==> config.mk <==
export PLATFORM = sky130hd
export DESIGN_NAME = pc_stack_unit
export DESIGN_NICKNAME = d
export VERILOG_FILES = /design/src/rtl/pc_stack_unit.sv
export SDC_FILE = /design/constraint.sdc
export NUM_CORES = 1
export LEC_CHECK = 0
export ABC_AREA = 0
export CAP_MARGIN = 20
export CORE_MARGIN = 8
export CORE_UTILIZATION = 28
export DETAILED_ROUTE_END_ITERATION = 7
export PLACE_DENSITY = 0.43
export REMOVE_ABC_BUFFERS = 1
export SLEW_MARGIN = 20
export SYNTH_ARGS = -nofsm -noshare
export SYNTH_HDL_FRONTEND = slang
export SYNTH_SLANG_ARGS = --single-unit
==> constraint.sdc <==
create_clock -name clk -period 2.8 [get_ports clk]
set_input_delay 0.7 -clock clk [delete_from_list [all_inputs] [get_ports clk]]
set_output_delay 0.7 -clock clk [all_outputs]
set_load 0.1 [all_outputs]
==> src/rtl/pc_stack_unit.sv <==
// pc_stack_unit
//   Program counter with PCLATH register and a circular return stack for a
//   PIC16-style core. Width, stack depth and vectors are parameters. The
//   stack reports its fill level and has sticky overflow and underflow flags.
//   STACK_WRAP selects what happens at the limits: circular operation, or
//   saturating operation where extra pushes are dropped.
//
// Ports
//   clk, rst            rising-edge clock, synchronous active-high reset
//   pc_incr_en          pc <= pc + 1
//   pc_j_addr/pc_j_en   GOTO to {pclath upper bits, literal}
//   pc_j_and_push_en    CALL: jump and push the current pc
//   pc_j_by_pop_en      RETURN: pc <= top of stack, then pop
//   pc_j_to_isr         interrupt entry: pc <= ISR_VECTOR, push the current pc
//   pc_out              registered program counter
//   pclath_wr_en/_in    PCLATH write; pclath_out holds the register contents
//   pcl_wr_en/pcl_in    computed jump: pc <= {pclath, pcl_in}
//   stk_flag_clr        clears stk_ovf and stk_unf
//   stk_count           number of valid stack entries, 0..STACK_DEPTH
//   stk_ovf, stk_unf    sticky flags: push while full, pop while empty
//
// Per-cycle priority:
//   interrupt entry > GOTO/CALL > RETURN > default group (pclath/pcl/incr)

module pc_stack_unit #(
    parameter int PC_WIDTH     = 13,
    parameter int JADDR_WIDTH  = 11,
    parameter int STACK_DEPTH  = 8,
    parameter int RESET_VECTOR = 0,
    parameter int ISR_VECTOR   = 4,
    parameter int STACK_WRAP   = 1
) (
    input  logic                           clk,
    input  logic                           rst,
    input  logic                           pc_incr_en,
    input  logic [JADDR_WIDTH-1:0]         pc_j_addr,
    input  logic                           pc_j_en,
    input  logic                           pc_j_and_push_en,
    input  logic                           pc_j_by_pop_en,
    input  logic                           pc_j_to_isr,
    output logic [PC_WIDTH-1:0]            pc_out,
    input  logic                           pclath_wr_en,
    input  logic [PC_WIDTH-9:0]            pclath_in,
    output logic [PC_WIDTH-9:0]            pclath_out,
    input  logic                           pcl_wr_en,
    input  logic [7:0]                     pcl_in,
    input  logic                           stk_flag_clr,
    output logic [$clog2(STACK_DEPTH):0]   stk_count,
    output logic                           stk_ovf,
    output logic                           stk_unf
);

    localparam int PTR_W    = $clog2(STACK_DEPTH);
    localparam int CNT_W    = PTR_W + 1;
    localparam int PCLATH_W = PC_WIDTH - 8;

    localparam logic [PC_WIDTH-1:0] RST_PC   = PC_WIDTH'(RESET_VECTOR);
    localparam logic [PC_WIDTH-1:0] ISR_PC   = PC_WIDTH'(ISR_VECTOR);
    localparam logic [CNT_W-1:0]    FULL_CNT = CNT_W'(STACK_DEPTH);

    logic [PC_WIDTH-1:0] pc_q, pc_d;
    logic [PCLATH_W-1:0] pclath_q, pclath_d;
    logic [PTR_W-1:0]    wptr_q, wptr_d;
    logic [CNT_W-1:0]    cnt_q, cnt_d;
    logic                ovf_q, ovf_d;
    logic                unf_q, unf_d;

    // The stack RAM is not reset. After a reset, a circular pop reads
    // whatever stale data the RAM still holds.
    logic [PC_WIDTH-1:0] stk_mem_q [STACK_DEPTH];
    logic                mem_we;

    logic [PC_WIDTH-1:0] j_target;
    logic [PTR_W-1:0]    wptr_dec;
    logic [PC_WIDTH-1:0] tos;
    logic                do_push;

    // GOTO/CALL literal is paged by the upper PCLATH bits it does not cover.
    generate
        if (JADDR_WIDTH == PC_WIDTH) begin : g_full_jaddr
            assign j_target = pc_j_addr;
        end else begin : g_paged_jaddr
            assign j_target = {pclath_q[PCLATH_W-1:JADDR_WIDTH-8], pc_j_addr};
        end
    endgenerate

    // The top of the stack is the entry just below the write pointer.
    assign wptr_dec = wptr_q - PTR_W'(1);
    assign tos      = stk_mem_q[wptr_dec];

    always_comb begin
        pc_d     = pc_q;
        pclath_d = pclath_q;
        wptr_d   = wptr_q;
        cnt_d    = cnt_q;
        // A clear takes effect unless a new event sets the flag again below.
        ovf_d    = ovf_q & ~stk_flag_clr;
        unf_d    = unf_q & ~stk_flag_clr;
        mem_we   = 1'b0;
        do_push  = 1'b0;

        if (pc_j_to_isr) begin
            pc_d    = ISR_PC;
            do_push = 1'b1;
        end else if (pc_j_en || pc_j_and_push_en) begin
            pc_d    = j_target;
            do_push = pc_j_and_push_en;
        end else if (pc_j_by_pop_en) begin
            if (cnt_q != '0) begin
                pc_d   = tos;
                wptr_d = wptr_dec;
                cnt_d  = cnt_q - CNT_W'(1);
            end else begin
                unf_d = 1'b1;
                if (STACK_WRAP != 0) begin
                    pc_d   = tos;
                    wptr_d = wptr_dec;
                end else begin
                    pc_d = RST_PC;
                end
            end
        end else begin
            if (pclath_wr_en) begin
                pclath_d = pclath_in;
            end
            // The computed jump uses the PCLATH value from before this cycle's write.
            if (pcl_wr_en) begin
                pc_d = {pclath_q, pcl_in};
            end else if (pc_incr_en) begin
                pc_d = pc_q + PC_WIDTH'(1);
            end
        end

        // A push saves pc_q, which already points past the CALL.
        if (do_push) begin
            if (cnt_q != FULL_CNT) begin
                mem_we = 1'b1;
                wptr_d = wptr_q + PTR_W'(1);
                cnt_d  = cnt_q + CNT_W'(1);
            end else begin
                ovf_d = 1'b1;
                if (STACK_WRAP != 0) begin
                    mem_we = 1'b1;
                    wptr_d = wptr_q + PTR_W'(1);
                end
            end
        end
    end

    always_ff @(posedge clk) begin
        if (rst) begin
            pc_q     <= RST_PC;
            pclath_q <= '0;
            wptr_q   <= '0;
            cnt_q    <= '0;
            ovf_q    <= 1'b0;
            unf_q    <= 1'b0;
        end else begin
            pc_q     <= pc_d;
            pclath_q <= pclath_d;
            wptr_q   <= wptr_d;
            cnt_q    <= cnt_d;
            ovf_q    <= ovf_d;
            unf_q    <= unf_d;
        end
    end

    always_ff @(posedge clk) begin
        if (mem_we && !rst) begin
            stk_mem_q[wptr_q] <= pc_q;
        end
    end

    assign pc_out     = pc_q;
    assign pclath_out = pclath_q;
    assign stk_count  = cnt_q;
    assign stk_ovf    = ovf_q;
    assign stk_unf    = unf_q;

endmodule

==> impl_results.md <==
* Top post-synthesis cells by count: edfxtp_1, nand2_1, nor2_1, dfxtp_1
* CTS H-tree lvls at 4
* Comb power frac at 18.2%
* Total grt overflow at 0
* Fin crit period at 2330 ps
* Max Cap Viol at 0
* Most numerous cell in the Yosys netlist: edfxtp_1
* Fill cell count at 2,011
* Die H at 159 µm
* CTS tree: built
* Final-report hold violation count at 0
* Residual DRC count at 0
* Total Wirelength at 17,700 µm
* Cells after synthesis at approximately 440
* CP arrival at between 2000 and 3000 ps
* Mean Syn Cell Area at 13.1 µm²
* Worst-Margin Slew at about 600 ps
* ANT cells at 0
* Seq pwr share at 41.6%
* First-pass GRT wire length at 27,000 µm
* Longest Clk Path Bufs at 2
* WL/cell at 21.8 µm
* Register area at 3660 µm²
* Worst Path Max Fanout at 23
* Met1 wire length at 7680 µm
* Prevailing post-synth register cell: edfxtp_1
* Via density at 4.82
* Met2 wire length at 9240 µm
* Largest net degree at the start of global routing at 25
* Setup WS post-layout at 472 ps
* CTS Buf Count at 17
* Row cnt at 52
* Critical Path Source Type: flip-flop
* ANT nets after route at 0
* Multi-input logic area at roughly 1900 µm²
* Status: complete, no violations
* Clock root buffer: clkbuf_16
* Die area at 25,300 µm²
* Clock share of power at 40.2%
* Internal power at 3.84 mW
* Final core occ at around 37%
* Crit share post-route at 83.1%
* Non-filler cells, final at 812
* Placed inst area at 6820 µm²
* Synth area leaders: edfxtp_1, dfxtp_1, mux4_2, nand2_1, mux2i_1
* Crit path required time at 3140 ps
* Slew margin rel. at 59.4%
* Design Area, Final at about 7400 µm²
* Yosys top cell by area: edfxtp_1
* Final net count at 568
* Minimum hold slack at 502 ps
* RePlAce Congestion at 0.803
* Top cell type's share of synthesized area at 54.6%
* CTS hold repair buffers at 0
* Worst-Skew Late Latency at 420 ps
* Setup repair after global routing missed its margin: no
* DR iter-0 viols at ~270
* Vias at 3,914
* Max VDD drop at 0.000434 V
* Io pins at 58
* Clk sinks at around 130
* Clock skew after layout at 12.1 ps
* Post-synth ARST share at 0%
* Synthesis Warnings at 0
* Final slew viol count at 0
* GRT Total Usage at between 10% and 20%
* Yosys cell types at 51
* Area Growth Syn to Fin at 29.1%
* #FFs+latches synth at approximately 130
* Dpl ws at 164 ps
* FF-to-FF setup slack at 470 ps
* Initial Util at 28.4%
* Wire length on met3 at between 600 and 700 µm
* Switching part of the total at 28.4%
* # setup viols final at 0
* P_sw at approximately 1.5 mW
* Placed instance count at 780
* Hold WC Path Type: reg2reg
* Vias in the first global route at 4,197
* Mapped cell area at 5720 µm²
* Final total power at roughly 5.4 mW
* Upper clock frequency limit at ~0.43 GHz
* PD cells at 726 nW/µm²
* Number of synthesized flops with an enable pin at 104
* Placeable Area at 20,200 µm²
* Reported leakage power at 2.62 nW
* Top Metal Used: met4
* Clock-pin slew on the worst setup and hold paths at 60 ps
* Register area share after synthesis at 64.0%
* Dpl hpwl at 12,600 µm
* Setup CP Type: reg2reg
* Pre-Repair DR Iteration Count at 4
* Cts repair resizes at 0
* Die Wd at approximately 160 µm
* Initial antenna violation count at 0
* Critical Path End Type: flip-flop
* Share of cells above drive strength 1 at 22.0%
* Number of port buffers at 57
* Setup TNS at 0 ps
* Postcts setup bufs at 0
## path summary, 6_finish.rpt
check                               from                     end  cells after the start
setup / recovery  wptr_q[1]$_SDFFE_PP0P_  pc_out[0]$_SDFFE_PP0P_                      8
hold / removal        stk_ovf$_SDFF_PP0_      stk_ovf$_SDFF_PP0_                      2
setup reg to reg  wptr_q[1]$_SDFFE_PP0P_  pc_out[0]$_SDFFE_PP0P_                      8
hold reg to reg       stk_ovf$_SDFF_PP0_      stk_ovf$_SDFF_PP0_                      2
## final cells by class
type,instances,share of cell area (%)
Inverter,9,0.457
Clock buffer,19,5.86
Tap cell,270,4.57
Timing Repair Buffer,100,12.0
Sequential cell,131,49.6
Multi-Input combinational cell,270,25.8
Clock inverter,13,1.83
## layer usage
layer,track usage [%],vias to the layer above
met2,25.3,67
li1,-,1859
met3,3.44,12
met1,17.0,1976
met5,0,-
met4,3.77,0
## critical path: stages, from the launching register on
cell	delay, ps
dfxtp_1	310
inv_1	80
ha_1	270
xor2_2	410
buf_4	410
mux2i_1	150
a22oi_1	200
nand4_1	160
a31oi_1	210
## sequential cells by signal (all words and copies together), names as in the netlist
register / cells
pc_out: 13
pclath_out: 5
stk_count: 4
stk_mem_q: 104
stk_ovf: 1
stk_unf: 1
wptr_q: 3
## power by group through the flow
stage / Sequential (mW) / Clock [mW] / Combinational (mW)
6_report: 2.23 / 2.16 / 0.975
4_1_cts: 2.23 / 2.19 / 0.997
5_1_grt: 2.24 / 2.28 / 1.05
2_1_floorplan: 2.43 / 0 / 0.412
3_5_place_dp: 2.27 / 0 / 0.995
3_3_place_gp: 2.27 / 0 / 0.989
## kinds of logic (layout without fill, tap and decap cells)
group	after synthesis	count (layout)	synth area share [%]
XOR/XNOR	16	16	2.58
buffers and inverters	37	141	2.91
AND/OR/NAND/NOR	151	151	12.7
AO/OA/AOI/OAI	68	68	7.91
adder cells (fa/ha/maj)	5	5	1.09
multiplexers	30	30	8.85
flip-flops	131	131	64.0
## cells in the final DEF, fill, tap and decap left out, types with 6 or more instances in the layout
cell type	instances
mux2i_1	12
edfxtp_1	104
or3_1	6
xnor2_1	13
nand4_1	16
dfxtp_1	27
buf_4	63
clkbuf_16	17
mux4_2	15
a31oi_1	7
clkdlybuf4s50_1	33
nor2_1	29
nand3_1	16
inv_1	8
a21oi_1	17
nand2_1	57
o21ai_0	12
Note: power is estimated with default switching activity, not from simulation.
